===== src/rtl/sprite_ram_loader_pkg.sv =====
// Shared types and geometry for the sprite RAM loader: pixel type, FSM states,
// sprite dimensions and the (row, col) -> RAM address helper.
package sprite_pkg;

   localparam int SPRITE_W   = 32;
   localparam int SPRITE_H   = 32;
   localparam int PIX_BITS   = 2;
   localparam int COL_BITS   = $clog2(SPRITE_W);
   localparam int ROW_BITS   = $clog2(SPRITE_H);
   localparam int ADDR_BITS  = COL_BITS + ROW_BITS;
   localparam int DEPTH      = SPRITE_W * SPRITE_H;
   localparam int COORD_BITS = 10;

   typedef logic [PIX_BITS-1:0] pix_t;

   localparam pix_t PIX_TRANSPARENT = 2'b00;

   typedef enum logic [1:0] {
      IDLE = 2'd0,
      LOAD = 2'd1,
      DONE = 2'd2
   } loader_state_t;

   // Raster-order address: row in the high bits, column in the low bits.
   function automatic logic [ADDR_BITS-1:0] pix_addr(input logic [ROW_BITS-1:0] row,
                                                     input logic [COL_BITS-1:0] col);
      return {row, col};
   endfunction

endpackage


===== src/rtl/sprite_ram_loader_if.sv =====
// Pixel-stream handshake and sprite read port shared by the loader and its users.
// The mirror line exists only when SPRITE_MIRROR_EN is defined.
interface sprite_ram_loader_if;
   import sprite_pkg::*;

   logic                  start;
   logic                  pix_valid;
   pix_t                  pix_data;
   logic                  pix_ready;
   logic                  busy;
   logic                  done;
   logic [COORD_BITS-1:0] horz;
   logic [COORD_BITS-1:0] vert;
   pix_t                  draw_code;
`ifdef SPRITE_MIRROR_EN
   logic                  mirror;

   modport master (output start, pix_valid, pix_data, horz, vert, mirror,
                   input  pix_ready, busy, done, draw_code);
   modport slave  (input  start, pix_valid, pix_data, horz, vert, mirror,
                   output pix_ready, busy, done, draw_code);
`else
   modport master (output start, pix_valid, pix_data, horz, vert,
                   input  pix_ready, busy, done, draw_code);
   modport slave  (input  start, pix_valid, pix_data, horz, vert,
                   output pix_ready, busy, done, draw_code);
`endif

endinterface


===== src/rtl/sprite_ram_loader_ram_2p.sv =====
// Sprite pixel store: one write port, one registered read port, read-before-write,
// asynchronously cleared to transparent.
module sprite_ram_2p
   import sprite_pkg::*;
(
   input  logic                 clk,
   input  logic                 rst,
   input  logic                 we,
   input  logic [ADDR_BITS-1:0] waddr,
   input  pix_t                 wdata,
   input  logic                 rd_en,
   input  logic [ADDR_BITS-1:0] raddr,
   output pix_t                 rdata
);

   pix_t mem [DEPTH];
   pix_t rdata_r;

   // Storage array: cleared on reset, written on accepted pixels.
   always_ff @(posedge clk or posedge rst) begin
      if (rst) begin
         for (int i = 0; i < DEPTH; i++) begin
            mem[i] <= PIX_TRANSPARENT;
         end
      end else if (we) begin
         mem[waddr] <= wdata;
      end
   end

   // Read register: sees pre-write contents; out-of-range reads return transparent.
   always_ff @(posedge clk or posedge rst) begin
      if (rst) begin
         rdata_r <= PIX_TRANSPARENT;
      end else if (rd_en) begin
         rdata_r <= mem[raddr];
      end else begin
         rdata_r <= PIX_TRANSPARENT;
      end
   end

   assign rdata = rdata_r;

endmodule


===== src/rtl/sprite_ram_loader.sv =====
// Loads a raster-ordered stream of pixel codes into the sprite RAM and serves
// (vert, horz) lookups. Define SPRITE_MIRROR_EN for horizontally mirrored reads.
module sprite_ram_loader
   import sprite_pkg::*;
(
   input  logic              clk,
   input  logic              rst,
   sprite_ram_loader_if.slave bus
);

   loader_state_t         state_r;
   loader_state_t         state_s;
   logic [COL_BITS-1:0]   col_r;
   logic [ROW_BITS-1:0]   row_r;
   logic                  pix_ready_r;
   logic                  busy_r;
   logic                  done_r;
   logic                  pix_ready_s;
   logic                  busy_s;
   logic                  done_s;
   logic                  xfer_s;
   logic                  last_col_s;
   logic                  last_row_s;
   logic                  in_range_s;
   logic [COL_BITS-1:0]   rd_col_s;
   logic [ADDR_BITS-1:0]  waddr_s;
   logic [ADDR_BITS-1:0]  raddr_s;
   pix_t                  draw_code_s;

   assign xfer_s     = pix_ready_r & bus.pix_valid;
   assign last_col_s = (col_r == COL_BITS'(SPRITE_W - 1));
   assign last_row_s = (row_r == ROW_BITS'(SPRITE_H - 1));

   // State and registered status outputs.
   always_ff @(posedge clk or posedge rst) begin
      if (rst) begin
         state_r     <= IDLE;
         pix_ready_r <= 1'b0;
         busy_r      <= 1'b0;
         done_r      <= 1'b0;
      end else begin
         state_r     <= state_s;
         pix_ready_r <= pix_ready_s;
         busy_r      <= busy_s;
         done_r      <= done_s;
      end
   end

   // Next-state logic; start is honoured only from IDLE.
   always_comb begin
      state_s = state_r;
      case (state_r)
         IDLE: begin
            if (bus.start) state_s = LOAD;
            else           state_s = IDLE;
         end
         LOAD: begin
            if (xfer_s && last_col_s && last_row_s) state_s = DONE;
            else                                    state_s = LOAD;
         end
         DONE:    state_s = IDLE;
         default: state_s = IDLE;
      endcase
   end

   // Status outputs decoded from the upcoming state so they register in step with it.
   always_comb begin
      pix_ready_s = 1'b0;
      busy_s      = 1'b0;
      done_s      = 1'b0;
      case (state_s)
         IDLE: begin
         end
         LOAD: begin
            pix_ready_s = 1'b1;
            busy_s      = 1'b1;
         end
         DONE:    done_s = 1'b1;
         default: done_s = 1'b0;
      endcase
   end

   // Raster write pointer: cleared on accepted start, advanced per transfer.
   always_ff @(posedge clk or posedge rst) begin
      if (rst) begin
         col_r <= COL_BITS'(0);
         row_r <= ROW_BITS'(0);
      end else if ((state_r == IDLE) && bus.start) begin
         col_r <= COL_BITS'(0);
         row_r <= ROW_BITS'(0);
      end else if (xfer_s) begin
         if (last_col_s) begin
            col_r <= COL_BITS'(0);
            row_r <= last_row_s ? ROW_BITS'(0) : row_r + ROW_BITS'(1);
         end else begin
            col_r <= col_r + COL_BITS'(1);
         end
      end
   end

   // Read address decode; range is judged on the raw horz before any mirroring.
   always_comb begin
      in_range_s = (bus.horz < COORD_BITS'(SPRITE_W)) && (bus.vert < COORD_BITS'(SPRITE_H));
      rd_col_s   = bus.horz[COL_BITS-1:0];
`ifdef SPRITE_MIRROR_EN
      if (bus.mirror) rd_col_s = COL_BITS'(SPRITE_W - 1) - bus.horz[COL_BITS-1:0];
      else            rd_col_s = bus.horz[COL_BITS-1:0];
`endif
   end

   assign waddr_s = pix_addr(row_r, col_r);
   assign raddr_s = pix_addr(bus.vert[ROW_BITS-1:0], rd_col_s);

   sprite_ram_2p u_ram (
      .clk   (clk),
      .rst   (rst),
      .we    (xfer_s),
      .waddr (waddr_s),
      .wdata (bus.pix_data),
      .rd_en (in_range_s),
      .raddr (raddr_s),
      .rdata (draw_code_s)
   );

   assign bus.pix_ready = pix_ready_r;
   assign bus.busy      = busy_r;
   assign bus.done      = done_r;
   assign bus.draw_code = draw_code_s;

endmodule

===== src/flat_wrapper.sv =====
// flat-port wrapper written by rule: the top's interface ports become plain ports
module sprite_ram_loader_flat import sprite_pkg::*;
  (clk, rst, bus_start, bus_pix_valid, bus_pix_data, bus_horz, bus_vert, bus_pix_ready, bus_busy, bus_done, bus_draw_code);
  sprite_ram_loader_if bus_i ();
  input  logic clk;
  input  logic rst;
  input wire logic [$bits(bus_i.start)-1:0] bus_start;
  input wire logic [$bits(bus_i.pix_valid)-1:0] bus_pix_valid;
  input wire logic [$bits(bus_i.pix_data)-1:0] bus_pix_data;
  input wire logic [$bits(bus_i.horz)-1:0] bus_horz;
  input wire logic [$bits(bus_i.vert)-1:0] bus_vert;
  output wire logic [$bits(bus_i.pix_ready)-1:0] bus_pix_ready;
  output wire logic [$bits(bus_i.busy)-1:0] bus_busy;
  output wire logic [$bits(bus_i.done)-1:0] bus_done;
  output wire logic [$bits(bus_i.draw_code)-1:0] bus_draw_code;
  assign bus_i.start = bus_start;
  assign bus_i.pix_valid = bus_pix_valid;
  assign bus_i.pix_data = bus_pix_data;
  assign bus_i.horz = bus_horz;
  assign bus_i.vert = bus_vert;
  assign bus_pix_ready = bus_i.pix_ready;
  assign bus_busy = bus_i.busy;
  assign bus_done = bus_i.done;
  assign bus_draw_code = bus_i.draw_code;
  sprite_ram_loader u_core (.clk(clk), .rst(rst), .bus(bus_i));
endmodule

===== config.mk =====
export PLATFORM = sky130hd
export DESIGN_NAME = sprite_ram_loader_flat
export DESIGN_NICKNAME = d
export VERILOG_FILES = /design/src/rtl/sprite_ram_loader_pkg.sv /design/src/rtl/sprite_ram_loader_if.sv /design/src/rtl/sprite_ram_loader_ram_2p.sv /design/src/rtl/sprite_ram_loader.sv /design/src/flat_wrapper.sv
export SDC_FILE = /design/constraint.sdc
export NUM_CORES = 2
export LEC_CHECK = 0
export CAP_MARGIN = 20
export CORE_ASPECT_RATIO = 0.9
export CORE_UTILIZATION = 60
export DETAILED_ROUTE_END_ITERATION = 8
export PLACE_DENSITY = 0.86
export SLEW_MARGIN = 0
export SYNTH_ARGS = -nofsm -noshare
export SYNTH_HDL_FRONTEND = slang
export SYNTH_HIERARCHICAL = 1
export SYNTH_SLANG_ARGS = --single-unit

===== constraint.sdc =====
create_clock -name clk -period 87.3 [get_ports clk]
set_input_delay 13.095 -clock clk [delete_from_list [all_inputs] [get_ports clk]]
set_output_delay 13.095 -clock clk [all_outputs]
set_load 0.05 [all_outputs]

==> Implementation_results.wiki <==
{| class="wikitable"
! Metric !! Value
|-
| Max_cap viols || 0
|-
| Final setup violation count || 0
|-
| Total via count in the routed design || roughly 66k
|-
| Most frequently used flop master after synthesis || sky130_fd_sc_hd__dfrtp_1
|-
| Final-report hold violation count || 0
|-
| Total power draw || 2.032 mW
|-
| Worst hold-check path type || reg -> reg
|-
| Most prevalent standard cell on the critical path || sky130_fd_sc_hd__buf_4
|-
| Setup bufs post-CTS || 0
|-
| Largest incremental delay on the critical path || roughly 890 ps
|-
| Sequential share of the synthesized area || between 50% and 60%
|-
| Final weighted congestion of routability-driven global placement || 0.9102
|-
| Critical path data arrival time || 19380 ps
|-
| Minimum clock period after layout || 18540 ps
|-
| Kind of start point of the critical path || input pin
|-
| Total GRT Usage || 33.70%
|-
| Multiplexer fraction of the synthesized cell area || between 30% and 40%
|-
| Max Slew Vio Count || 0
|-
| Post-synthesis xor/xnor area fraction || 0%
|-
| Pre-CTS setup slack || just under 70000 ps
|-
| Top-Level Pins || 31
|-
| Die area || between 150000 and 200000 sq um
|-
| Crit-path leading delay family || buffers and inverters
|-
| Combinational family with the most area after synthesis || multiplexers
|-
| WP buf/inv || 9
|-
| Upper clock frequency limit || about 54 MHz
|-
| Total nets after synthesis || roughly 7.4k
|-
| Nature of the critical path endpoint || async pin
|-
| WS Path Type || in -> async
|-
| Mean post-synth cell area || ~13 sq um
|-
| Total congestion overflow || 0
|-
| Internal cell power || between 1.5 and 2 mW
|-
| CP max FO || between 100 and 150
|-
| Flops & latches, synth || between 2k and 2.5k
|-
| Height of the die || approximately 390 um
|-
| Share of power burned in registers || slightly below 50%
|-
| Average wire per cell in the routed design || 29.64 um
|-
| Number of H-tree levels || 4
|-
| Least setup slack across all paths after layout || a little under 70000 ps
|-
| Final WL || 279600 um
|-
| Filler instances || 10.82k
|-
| Max-slew headroom at the worst pin || about 15%
|-
| Number of enable flip-flop cells after synthesis || 0
|-
| Core Util, Final || 65.79%
|-
| Largest net degree at the start of global routing || roughly 250
|-
| Area share of and/or/nand/nor cells after synthesis || slightly below 6%
|-
| Final setup TNS || 0 ps
|-
| Detailed-route DRC error count || 0
|-
| Number of buffers added by the clock tree synthesis step || around 200
|-
| Lkg Pwr || slightly above 50 nW
|-
| Actual slew at the worst max-slew pin || 1269 ps
|-
| Number of antenna-violating nets in the routed design || 0
|-
| Instance area after placement || ~100000 sq um
|-
| Core Box Area || 162700 sq um
|-
| Number of DRC violations after detailed-routing iteration 0 || between 8k and 9k
|-
| P per Cell Area || between 15 and 20 nW/um^2
|-
| Worst endpoint required time || around 88000 ps
|-
| CTS root buffer || sky130_fd_sc_hd__clkbuf_16
|-
| Ordered cell list for the critical path || clkdlybuf4s50_1 -> inv_8 -> buf_4 -> buf_4 -> buf_16 -> buf_4 -> buf_4 -> buf_12 -> buf_4
|-
| Detailed-placement wirelength estimate || roughly 170000 um
|-
| Clock network power share || between 40% and 50%
|-
| Finished Cell Area || 107100 sq um
|-
| Proportion of power drawn by combinational gates || under 10%
|-
| Flop2flop setup slack || 83550 ps
|-
| DIE WIDTH || roughly 430 um
|-
| Final worst-path cycle share || 21.23%
|-
| Synth Cell Area || 98820 sq um
|-
| Cell with the largest stage delay on the worst path || sky130_fd_sc_hd__buf_4
|-
| Number of placement rows || 140
|-
| Via count of the first global-routing pass || ~70k
|-
| Post-route clock skew || roughly 48 ps
|-
| CTS max path bufs || 3
|-
| Count of instances resized after the clock tree is built || 0
|-
| Peak ir drop on the vdd network || a little over 20 uV
|-
| Sinks on Clock Net || 2064
|-
| Fraction of the mapped netlist area in adder cells || less than 1%
|-
| Compound-gate portion of the synthesized area || under 10%
|-
| Clock tree from TritonCTS || done
|-
| Power dissipated by switching net loads || between 0.5 and 0.6 mW
|-
| Number of warnings printed during yosys synthesis || 6
|-
| Pre-Repair DR Iteration Count || 8
|-
| Switching Fraction || 25.22%
|-
| Layout cells sized above 1 || 40.37%
|-
| Relative area change from synthesis to final layout || 8.333%
|-
| Wire length of the first global-routing pass || 427500 um
|-
| Count of input and output buffers || 30
|-
| Hold Buf Count CTS || 0
|-
| Gate count of the mapped netlist || around 7.4k
|-
| Result of the run || finished clean
|-
| Library cells used by synthesis || about 70
|-
| RSZ-0062 raised after global routing || false
|-
| Synth async-reset ratio || between 90% and 100%
|-
| Initial core utilization || roughly three fifths
|-
| Clock-pin transition on the worst setup and hold timing paths || roughly 60 ps
|-
| # nets final || between 7k and 8k
|-
| Initial antenna violation count || 11
|-
| Clock network latency to the later pin of the worst-skew pair || about 870 ps
|-
| Vias per cell || 6.951
|}
cells by family (layout without fill, tap and decap cells):
family,Yosys count,count (layout)
flip-flops,2064,2064
other,0,4
multiplexers,2773,2773
adder cells (fa/ha/maj),4,4
buffers and inverters,642,546
AO/OA/AOI/OAI,471,471
AND/OR/NAND/NOR,1442,1442
through the flow:
step	hold WS, ps	instances
3_3_place_gp	481.0	9058
6_report	499.5	9434
5_1_grt	509.8	9431
2_1_floorplan	470.3	7396
4_1_cts	501.0	9416
3_5_place_dp	487.3	9062
registers in the layout (all words and copies together) (netlist names):
register / flops
u_core/u_ram/rdata: 2
u_core/bus.done: 1
u_core/u_ram/mem: 2048
u_core/col_r: 5
u_core/state_r: 2
u_core/bus.busy: 1
u_core/row_r: 5
cells in the mapped netlist, drive strengths merged, types with 6 or more instances:
| library cell | count | area (sq um) |
|---|---|---|
| nor2 | 632 | 2372 |
| nand2 | 637 | 2394 |
| a211oi | 21 | 157.7 |
| a21oi | 97 | 485.5 |
| a22oi | 20 | 150.1 |
| or2 | 8 | 50.05 |
| a2111oi | 7 | 67.56 |
| mux2i | 372 | 3724 |
| and3 | 8 | 51.30 |
| or4 | 9 | 67.56 |
| o22ai | 73 | 456.7 |
| nor3 | 46 | 230.2 |
| nand2b | 10 | 62.56 |
| mux2 | 2055 | 23140 |
| dfrtp | 2064 | 51650 |
| or3 | 9 | 56.30 |
| o221ai | 159 | 1424 |
| buf | 159 | 1349 |
| mux4 | 346 | 7807 |
| o21ai | 34 | 170.2 |
| clkbuf | 478 | 1795 |
| a221oi | 13 | 113.9 |
| o211ai | 6 | 45.04 |
| a31oi | 7 | 43.79 |
| nand3 | 18 | 102.6 |
| nor4 | 12 | 75.07 |
| and2 | 10 | 62.56 |
| o31ai | 6 | 45.04 |
| nor2b | 10 | 62.56 |
| or3b | 7 | 61.31 |
layer usage:
layer | share of wire (%) | wire (um) | global-route usage (%)
met1 | 38 | 106000 | 45.91
met2 | 45 | 124900 | 49.62
met3 | 12 | 33890 | 10.36
met4 | 5.3 | 14870 | 15.86
met5 | 0.0089 | 25 | 0
final timing paths:
kind | from | endpoint | depth (start not counted)
min | u_core/u_ram/mem[1411] | u_core/u_ram/mem[1411] | 1
min in group asynchronous | rst | u_core/bus.done | 2
max | rst | u_core/u_ram/mem[847] | 9
min reg2reg | u_core/u_ram/mem[1411] | u_core/u_ram/mem[1411] | 1
max reg2reg | u_core/bus.busy | u_core/u_ram/mem[362] | 7
max in group clk | bus_horz[0] | u_core/u_ram/rdata[1] | 12
layout make-up:
type / instances / area, sq um / share of cell area (%)
Sequential cell: 2064 / 51650 / 48.25
Multi-Input combinational cell: 4690 / 44170 / 41.26
Clock buffer: 284 / 5751 / 5.372
Tap cell: 2130 / 2665 / 2.489
Timing Repair Buffer: 187 / 1818 / 1.698
Clock inverter: 70 / 959.7 / 0.8964
Inverter: 5 / 33.78 / 0.03156
Antenna cell: 4 / 10.01 / 0.009350
power by group through the flow:
stage	clock network [mW]	registers (mW)	logic (mW)
after floorplan	0	0.997	0.100
after global placement	0	0.995	0.153
after detailed placement	0	0.996	0.156
after CTS	0.895	0.979	0.157
after global routing	0.935	0.980	0.170
final	0.889	0.979	0.164
placed cells by master, fill, tap and decap left out, drive strengths merged, types with 5 or more instances in the layout:
cell              n
nand3            18
clkbuf          285
nor2b            10
or2               8
nor4             12
bufinv           17
nand2b           10
a31oi             7
mux2           2055
o211ai            6
nor3b             5
or4               9
buf             164
o22ai            73
nor3             46
mux2i           372
nor2            632
a22oi            20
o221ai          159
mux4            346
a211o             5
a21oi            97
dfrtp          2064
or3               9
o21ai            34
a211oi           21
clkdlybuf4s50    22
a2111oi           7
and3              8
or3b              7
and2             10
clkinv           44
nand2           637
inv              11
o31ai             6
a221oi           13
Note: power is estimated with default switching activity, not from simulation.
